File: config.mk
export PLATFORM = sky130hd
export DESIGN_NAME = pipe_drain
export DESIGN_NICKNAME = d
export VERILOG_FILES = /design/src/rtl/pipe_drain_pkg.sv /design/src/rtl/pipe_drain_fifo.sv /design/src/rtl/pipe_drain.sv
export SDC_FILE = /design/constraint.sdc
export NUM_CORES = 1
export LEC_CHECK = 0
export CAP_MARGIN = 0
export CORE_MARGIN = 3
export CORE_UTILIZATION = 60
export DETAILED_ROUTE_END_ITERATION = 8
export GPL_ROUTABILITY_DRIVEN = 0
export PLACE_DENSITY = 0.93
export SKIP_LAST_GASP = 1
export SLEW_MARGIN = 30
export SYNTH_ARGS = -nofsm -noshare
export SYNTH_HDL_FRONTEND = slang
export SYNTH_SLANG_ARGS = --single-unit
export TNS_END_PERCENT = 20
File: constraint.sdc
create_clock -name clk -period 6.5 [get_ports clk]
set_input_delay 1.95 -clock clk [delete_from_list [all_inputs] [get_ports clk]]
set_output_delay 1.95 -clock clk [all_outputs]
set_load 0.01 [all_outputs]
File: src/rtl/pipe_drain_pkg.sv
// Shared types and constants for the pipe_drain result-drain block.
package pipe_drain_pkg;

  localparam int unsigned CYC_W  = 16;
  localparam int unsigned DROP_W = 8;
  localparam int unsigned SEEN_W = 16;

  typedef enum logic [1:0] {
    IDLE = 2'd0,
    RUN  = 2'd1,
    DONE = 2'd2,
    TOUT = 2'd3
  } state_e;

  // Saturating +1 for the run-cycle counter.
  function automatic logic [CYC_W-1:0] cyc_sat_inc(input logic [CYC_W-1:0] v);
    return (v == '1) ? v : v + CYC_W'(1);
  endfunction

endpackage

File: src/rtl/pipe_drain_fifo.sv
// Result buffer for pipe_drain: power-of-two FIFO with a registered head word.
module pipe_drain_fifo #(
  parameter int unsigned W          = 8,
  parameter int unsigned FIFO_DEPTH = 4
) (
  input  logic         clk,
  input  logic         rst_n,
  input  logic         flush_i,
  input  logic         push_i,
  input  logic [W-1:0] wdata_i,
  input  logic         pop_i,
  output logic [W-1:0] rdata_o,
  output logic         empty_o,
  output logic         full_o
);

  localparam int unsigned AW = $clog2(FIFO_DEPTH);
  localparam int unsigned CW = AW + 1;

  logic [W-1:0]  mem_q [FIFO_DEPTH];
  logic [AW-1:0] wr_ptr_q, wr_ptr_d, rd_ptr_q, rd_ptr_d;
  logic [CW-1:0] count_q, count_d;
  logic [W-1:0]  rdata_q, rdata_d;
  logic          empty_q, empty_d, full_q, full_d;
  logic          do_push, do_pop;

  // The head register is loaded with whatever will sit at rd_ptr_d, bypassing
  // the array when this cycle's write lands exactly there.
  always_comb begin
    do_pop   = pop_i && !empty_q && !flush_i;
    do_push  = push_i && !flush_i && (!full_q || do_pop);
    wr_ptr_d = wr_ptr_q;
    rd_ptr_d = rd_ptr_q;
    count_d  = count_q;
    rdata_d  = rdata_q;
    if (flush_i) begin
      wr_ptr_d = '0;
      rd_ptr_d = '0;
      count_d  = '0;
    end else begin
      if (do_push) wr_ptr_d = wr_ptr_q + AW'(1);
      if (do_pop)  rd_ptr_d = rd_ptr_q + AW'(1);
      count_d = count_q + CW'(do_push) - CW'(do_pop);
      if (do_push && (wr_ptr_q == rd_ptr_d)) rdata_d = wdata_i;
      else if (do_pop)                       rdata_d = mem_q[rd_ptr_d];
    end
    empty_d = (count_d == '0);
    full_d  = (count_d == CW'(FIFO_DEPTH));
  end

  always_ff @(posedge clk) begin
    if (do_push) mem_q[wr_ptr_q] <= wdata_i;
  end

  always_ff @(posedge clk or negedge rst_n) begin
    if (!rst_n) begin
      wr_ptr_q <= '0;
      rd_ptr_q <= '0;
      count_q  <= '0;
      rdata_q  <= '0;
      empty_q  <= 1'b1;
      full_q   <= 1'b0;
    end else begin
      wr_ptr_q <= wr_ptr_d;
      rd_ptr_q <= rd_ptr_d;
      count_q  <= count_d;
      rdata_q  <= rdata_d;
      empty_q  <= empty_d;
      full_q   <= full_d;
    end
  end

  assign rdata_o = rdata_q;
  assign empty_o = empty_q;
  assign full_o  = full_q;

endmodule

File: src/rtl/pipe_drain.sv
// Drains a pipeline's results into a buffer until a target value or a timeout.
// Define PIPE_DRAIN_STATS_EN to add drop_cnt / seen_cnt statistics outputs.
module pipe_drain
  import pipe_drain_pkg::*;
#(
  parameter int unsigned W          = 8,
  parameter int unsigned FIFO_DEPTH = 4,
  parameter int unsigned TIMEOUT    = 255
) (
  input  logic              clk,
  input  logic              rst_n,
  input  logic              start,
  input  logic              in_valid,
  input  logic [W-1:0]      in_data,
  input  logic [W-1:0]      expect_val,
  output logic              out_valid,
  input  logic              out_ready,
  output logic [W-1:0]      out_data,
  output logic              done,
  output logic              timeout,
`ifdef PIPE_DRAIN_STATS_EN
  output logic [CYC_W-1:0]  cycles,
  output logic [DROP_W-1:0] drop_cnt,
  output logic [SEEN_W-1:0] seen_cnt
`else
  output logic [CYC_W-1:0]  cycles
`endif
);

  state_e           state_q, state_d;
  logic [W-1:0]     expect_q, expect_d;
  logic [CYC_W-1:0] cycles_q, cycles_d, cyc_inc;
  logic             done_q, done_d, tout_q, tout_d;
  logic             overflow_q, overflow_d;
  logic             push, match, pop, drop;
  logic             fifo_empty, fifo_full;

  // start wins over a same-cycle word; matching looks at in_data, not the FIFO.
  assign push  = (state_q == RUN) && in_valid && !start;
  assign match = push && (in_data == expect_q);
  assign pop   = !fifo_empty && out_ready;
  assign drop  = push && fifo_full && !pop;

  pipe_drain_fifo #(.W(W), .FIFO_DEPTH(FIFO_DEPTH)) u_fifo (
    .clk     (clk),
    .rst_n   (rst_n),
    .flush_i (start),
    .push_i  (push),
    .wdata_i (in_data),
    .pop_i   (pop),
    .rdata_o (out_data),
    .empty_o (fifo_empty),
    .full_o  (fifo_full)
  );

  always_comb begin
    state_d    = state_q;
    expect_d   = expect_q;
    cycles_d   = cycles_q;
    done_d     = done_q;
    tout_d     = tout_q;
    overflow_d = overflow_q | drop;
    cyc_inc    = cyc_sat_inc(cycles_q);
    if (start) begin
      state_d    = RUN;
      expect_d   = expect_val;
      cycles_d   = '0;
      done_d     = 1'b0;
      tout_d     = 1'b0;
      overflow_d = 1'b0;
    end else begin
      case (state_q)
        RUN: begin
          cycles_d = cyc_inc;
          if (match) begin
            state_d = DONE;
            done_d  = 1'b1;
          end else if (cyc_inc == CYC_W'(TIMEOUT)) begin
            state_d = TOUT;
            tout_d  = 1'b1;
          end
        end
        default: ;
      endcase
    end
  end

  always_ff @(posedge clk or negedge rst_n) begin
    if (!rst_n) begin
      state_q    <= IDLE;
      expect_q   <= '0;
      cycles_q   <= '0;
      done_q     <= 1'b0;
      tout_q     <= 1'b0;
      overflow_q <= 1'b0;
    end else begin
      state_q    <= state_d;
      expect_q   <= expect_d;
      cycles_q   <= cycles_d;
      done_q     <= done_d;
      tout_q     <= tout_d;
      overflow_q <= overflow_d;
    end
  end

  assign out_valid = !fifo_empty;
  assign done      = done_q;
  assign timeout   = tout_q;
  assign cycles    = cycles_q;

`ifdef PIPE_DRAIN_STATS_EN
  logic [DROP_W-1:0] drop_cnt_q, drop_cnt_d;
  logic [SEEN_W-1:0] seen_cnt_q, seen_cnt_d;

  // Saturating counters of accepted and dropped words since the last start.
  always_comb begin
    drop_cnt_d = drop_cnt_q;
    seen_cnt_d = seen_cnt_q;
    if (start) begin
      drop_cnt_d = '0;
      seen_cnt_d = '0;
    end else begin
      if (push && (seen_cnt_q != '1)) seen_cnt_d = seen_cnt_q + SEEN_W'(1);
      if (drop && (drop_cnt_q != '1)) drop_cnt_d = drop_cnt_q + DROP_W'(1);
    end
  end

  always_ff @(posedge clk or negedge rst_n) begin
    if (!rst_n) begin
      drop_cnt_q <= '0;
      seen_cnt_q <= '0;
    end else begin
      drop_cnt_q <= drop_cnt_d;
      seen_cnt_q <= seen_cnt_d;
    end
  end

  assign drop_cnt = drop_cnt_q;
  assign seen_cnt = seen_cnt_q;
`endif

endmodule

==> impl_metrics.ini, run 1 <==
[cells_and_area]
ff_latch_area_um2 = 2090
fillers = 381
fin_cells = 424
multi_input_area_um2 = 1580
final_cell_mix = 46 x clkdlybuf4s50_1, 44 x dfrtp_1, 32 x edfxtp_1, 19 x nor2_1, 16 x and3_1
area_delta_synth_final_pct = 18.1
final_area_um2 = 4470
fin_nets = 373
antenna-diode-count = 0
final_common_cell = clkdlybuf4s50_1
final_layout_size_suffix_gt1_share_pct = 12.9

[clocking]
cts_resized = 0
cts-buffers-inserted = 9
root_buffer = clkbuf_8
clkSinkCount = 77
clk_latency_ns = 0.37
cts.path.max_buffers = 2
post_cts_buffers = 0
h-tree-depth = 3
tritoncts = done
clk_pin_slew_ns = 0.08
hold_buffers = 0

[floorplanning]
core-area_um2 = 6030
dieArea_um2 = 7290
io_pins = 48
start_util_pct = 62.8
die_w_um = 85.4
num_rows = 28
die_y_um = 85.4

[synth]
yosys-top-cells-area = dfrtp_1 29%, edfxtp_1 25%, mux4_2 3.6%, mux2_2 3.3%, xor2_1 2.8%
syn_nets = 328
ys_warn_count = 0
yosysTopAreaCell = dfrtp_1
synth_area_um2 = 3780
syn_area_per_cell_um2 = 12.7
synth_cell_types = 54
synth_ff_type = dfrtp_1
synth-edff-count = 32
synthArstFlopShare_pct = 58.4
ys_seq_elements = 77
synth_largest_type_area_fraction_pct = 29.1
postSynthCellCount = 299
yosysSeqAreaShare_pct = 55.2

[power]
swShare_pct = 29.6
p_switching_mw = 0.365
clock_power_share_pct = 27.4
power_frac_comb_pct = 23.8
pwr-share-seq_pct = 48.9
p_per_area_nw_per_um2 = 276
internal_power_mw = 0.869
leakage_nw = 1.78
peakVddDrop_mv = 0.245

[global_routing]
grt_max_degree = 46
overflow = 0
grt_pass1_vias = 2638
grt_usage_pct = 24.8
antenna_found_initial = 0
grt_pass1_wl_um = 13600

[sta]
hold_viol_final = 0
fin_tns_setup_ns = 0
fmax_mhz = 213
setup_viol_count_final = 0
skew_ns = 0.00712
fin_crit_ns = 4.70
rsz0062_at_grt = false
finalCritPeriodShare_pct = 72.4
worstMarginPinSlew_ns = 0.716
drv_slew = 0
max_slew_margin_pct = 52.3

[route]
dr.pass1.iters = 5
wl_per_cell_um = 19.8
vias_per_cell = 6.48
wirelength_um = 8390
drt_iter0_drc = 261
drc = 0
vias = 2748
ant_nets = 0

[placement]
place_area_um2 = 4280
portBuffers = 47
dpl.cell_count = 408
hpwl_um = 5800

[min_path]
hold_class = flop to flop

[worst_setup_path]
startpoint_type = input port
end_kind = flop
worstPathArrival_ns = 4.98
worst_ep_required_time_ns = 6.78
worstSetupPathType = input port to flop
cp_max_fo = 34

[run]
cap_violations = 0

[status]
status = complete, no violations
[logic make-up (layout without fill, tap and decap cells)]
kind of cell | after synthesis | after routing | share of synthesized area, %
flip-flops | 77 | 77 | 55.2
adder cells (fa/ha/maj) | 8 | 8 | 2.84
AO/OA/AOI/OAI | 37 | 37 | 7.31
buffers and inverters | 26 | 76 | 2.94
multiplexers | 22 | 22 | 9.03
XOR/XNOR | 22 | 22 | 6.08
AND/OR/NAND/NOR | 107 | 107 | 16.6
[area by class of cell]
type | count | share of cell area (%)
multi-input combinational | 196 | 35.5
inverter | 12 | 1.01
clock inverter | 7 | 1.26
tap | 75 | 2.10
timing repair buffer | 48 | 10.6
clock buffer | 9 | 2.77
sequential | 77 | 46.8
[power by group through the flow]
stage                     sequential (mW)  clock, mW  combinational, mW
final                               0.603      0.338              0.293
after global routing                0.609      0.359              0.318
after global placement              0.611          0              0.273
after CTS                           0.604      0.342              0.295
after detailed placement            0.613          0              0.290
after floorplan                     0.614          0              0.166
[worst paths after layout]
path | start | endpoint | slack, ns | depth (start not counted)
worst max-delay path | start | u_fifo.full_o$_DFF_PN0_ | 1.80 | 10
worst min-delay path | expect_q[1]$_DFFE_PN0P_ | expect_q[1]$_DFFE_PN0P_ | 0.53 | 1
worst max register to register | state_q[1]$_DFFE_PN0P_ | u_fifo.full_o$_DFF_PN0_ | 3.37 | 8
worst min register to register | expect_q[1]$_DFFE_PN0P_ | expect_q[1]$_DFFE_PN0P_ | 0.53 | 1
max in group asynchronous | rst_n | expect_q[5]$_DFFE_PN0P_ | 4.54 | 1
min in group asynchronous | rst_n | u_fifo.rdata_o[7]$_DFFE_PN0P_ | 1.56 | 1
[state kept, by name, summed over array words and instances, names as in the netlist]
| name | flops |
|---|---|
| u_fifo.mem_q | 32 |
| cycles | 16 |
| expect_q | 8 |
| u_fifo.rdata_o | 8 |
| u_fifo.count_q | 3 |
| state_q | 2 |
| u_fifo.rd_ptr_q | 2 |
| u_fifo.wr_ptr_q | 2 |
| done | 1 |
| timeout | 1 |
| u_fifo.empty_o | 1 |
| u_fifo.full_o | 1 |
[metal layers]
layer | wire [µm] | GRT usage, % | share of wire [%]
met4 | 224 | 10.8 | 2.7
met5 | 0 | 0 | 0
met3 | 614 | 4.27 | 7.3
met1 | 3530 | 35.3 | 42
met2 | 4030 | 37.8 | 48
[through the flow]
stage	util (%)	power, mW	hold WS, ns	setup WS, ns
floorplan	-	0.780	0.501	2.48
global placement	71.1	0.884	0.509	1.71
detailed placement	71.1	0.903	0.498	1.48
CTS	74.1	1.24	0.530	1.83
global route	74.1	1.29	0.546	1.63
finish	74.1	1.23	0.531	1.80
[cell usage after synthesis (3+ instances only)]
cell / number
clkbuf_1: 8
mux2_2: 11
xor2_1: 12
a21oi_1: 6
nand2b_1: 3
a21o_1: 4
nand2_1: 12
nor2b_1: 3
mux4_2: 6
mux2i_1: 3
inv_1: 12
nor2_1: 19
ha_1: 7
a221o_1: 8
buf_2: 4
nor3_1: 9
nor4_1: 4
o21ai_0: 6
xnor2_1: 8
nand4_1: 10
and3_1: 16
nand3_1: 11
dfrtp_1: 44
and2_1: 5
and4_1: 4
edfxtp_1: 32
[worst max-delay path, cell delays in order]
cell and delay, ns:
clkdlybuf4s50_1 0.40, buf_4 0.25, inv_1 0.26, nand3_1 0.19, a21oi_1 0.61, ha_1 0.30, fa_1 0.42, nor2b_1 0.15
or2_2 0.30, nor3_1 0.13
(Power assumes the default switching activity.)
==> run 2, diff against run 1 <==
- CORE_UTILIZATION: 60 -> 55
- PLACE_DENSITY: 0.93 -> 0.87
- clock period: 6.5 -> 4.7 ns (I/O delays scaled with it)
==> impl_metrics.ini, run 2 (same netlist as run 1, synthesis figures left out) <==
[worst_setup_path]
crit_end = u_fifo.full_o$_DFF_PN0_
cp_cell_sequence = clkdlybuf4s50_1 -> or3b_4 -> inv_1 -> ha_1 -> inv_1 -> ha_1 -> fa_1 -> nor2b_1 -> or2_2 -> nor3_1
cp_num_buf_inv = 3
cp-startpoint = out_ready
startpoint_type = input port
cpMaxStageDelayCell = clkdlybuf4s50_1
slowest_delay_ns = 0.50
rr_startpoint = state_q[1]$_DFFE_PN0P_
crit_family = simple AND/OR/NAND/NOR gates
r2r_cells = 9
end_kind = flop
worstSetupPathType = input port to flop
worstPathArrival_ns = 3.90
cp_max_fo = 11
worst_ep_required_time_ns = 4.96
rrSetupSlack_ns = 1.91
r2r-end = u_fifo.full_o$_DFF_PN0_
cp.depth = 10

[route]
dr.pass1.iters = 4
wl_per_cell_um = 18.6
drt_iter0_drc = 177
ant_nets = 0
drc = 0
vias_per_cell = 6.12
vias = 2620
wirelength_um = 7960

[min_path]
hold_class = flop to flop
whs_path_depth = 1

[sta]
fin_crit_ns = 3.64
finalCritPeriodShare_pct = 77.4
hold_viol_final = 0
fmax_mhz = 275
setup_viol_count_final = 0
skew_ns = 0.00775
fin_tns_setup_ns = 0
max_slew_margin_pct = 54.2
rsz0062_at_grt = false
holdWs_ns = 0.534
worstMarginPinSlew_ns = 0.681
drv_slew = 0

[global_routing]
grt_pass1_wl_um = 13100
overflow = 0
grt_pass1_vias = 2571
grt_usage_pct = 22.2
antenna_found_initial = 0
grt_max_degree = 46

[cells_and_area]
top_register = u_fifo.mem_q
fin_nets = 375
final_cell_mix = 46 x clkdlybuf4s50_1, 44 x dfrtp_1, 32 x edfxtp_1, 19 x nor2_1, 16 x and3_1
final_layout_size_suffix_gt1_share_pct = 12.8
largest_reg_flops = 32
area_delta_synth_final_pct = 18.3
finalCoreUtilization_pct = 68.9
fillers = 482
ff_latch_area_um2 = 2090
fin_cells = 428
antenna-diode-count = 0
final_common_cell = clkdlybuf4s50_1
multi_input_area_um2 = 1580

[floorplanning]
num_rows = 29
die_w_um = 88.9
dieArea_um2 = 7910
core-area_um2 = 6490
start_util_pct = 58.3
die_y_um = 88.9
io_pins = 48

[clocking]
cts_resized = 0
clk_latency_ns = 0.34
clkSinkCount = 77
post_cts_buffers = 0
cts-buffers-inserted = 9
clk_pin_slew_ns = 0.08
h-tree-depth = 3
cts.path.max_buffers = 2
root_buffer = clkbuf_8
hold_buffers = 0
tritoncts = done

[power]
p_per_area_nw_per_um2 = 373
leakage_nw = 1.78
peakVddDrop_mv = 0.198

[placement]
hpwl_um = 5590
portBuffers = 47
dpl.cell_count = 412

[status]
status = complete, no violations

[run]
cap_violations = 0
[run 2: cell count changes in the layout (fill, tap and decap cells not counted)]
cell        before  now
clkinv_2         2    0
clkinvlp_4       0    2
clkinv_1         0    2
buf_4            2    4
clkinv_4         1    0
inv_8            1    0
[run 2: through the flow]
stage               power [mW]  area, µm²  setup slack [ns]
floorplan                 1.08       3780              1.22
global placement          1.22       4300             0.793
detailed placement        1.24       4300             0.715
CTS                       1.68       4480              1.07
global route              1.76       4480             0.894
finish                    1.67       4480              1.06
[run 2: worst min-delay path by stage]
stage / slack, ns / to / start
floorplan: 0.50 / expect_q[1]$_DFFE_PN0P_ / expect_q[1]$_DFFE_PN0P_
global placement: 0.49 / done$_DFFE_PN0P_ / done$_DFFE_PN0P_
detailed placement: 0.50 / done$_DFFE_PN0P_ / done$_DFFE_PN0P_
CTS: 0.54 / expect_q[4]$_DFFE_PN0P_ / expect_q[4]$_DFFE_PN0P_
global route: 0.55 / expect_q[7]$_DFFE_PN0P_ / expect_q[7]$_DFFE_PN0P_
finish: 0.53 / expect_q[7]$_DFFE_PN0P_ / expect_q[7]$_DFFE_PN0P_
[run 2: final cells by class]
class                   instances  area share [%]
clock buffers                   9            2.77
clock inverters                 7            1.09
inverters                      12            1.01
multi-input cells             196            35.4
flip-flops and latches         77            46.6
well taps                      77            2.15
repair buffers                 50            11.0
[run 2: metal layers]
metal  vias to the layer above  wire length (µm)  global-route usage (%)
met3                         8               448                    5.62
met5                         -                 0                       0
met2                        95              4030                    35.9
li1                       1217                 -                       -
met1                      1300              3390                    29.8
met4                         0                93                    7.04
[run 2: power by group]
part | switching [mW] | total [mW] | internal [mW]
Combinational | 0.175 | 0.393 | 0.218
Sequential | 0.0478 | 0.833 | 0.785
Clock | 0.250 | 0.444 | 0.194
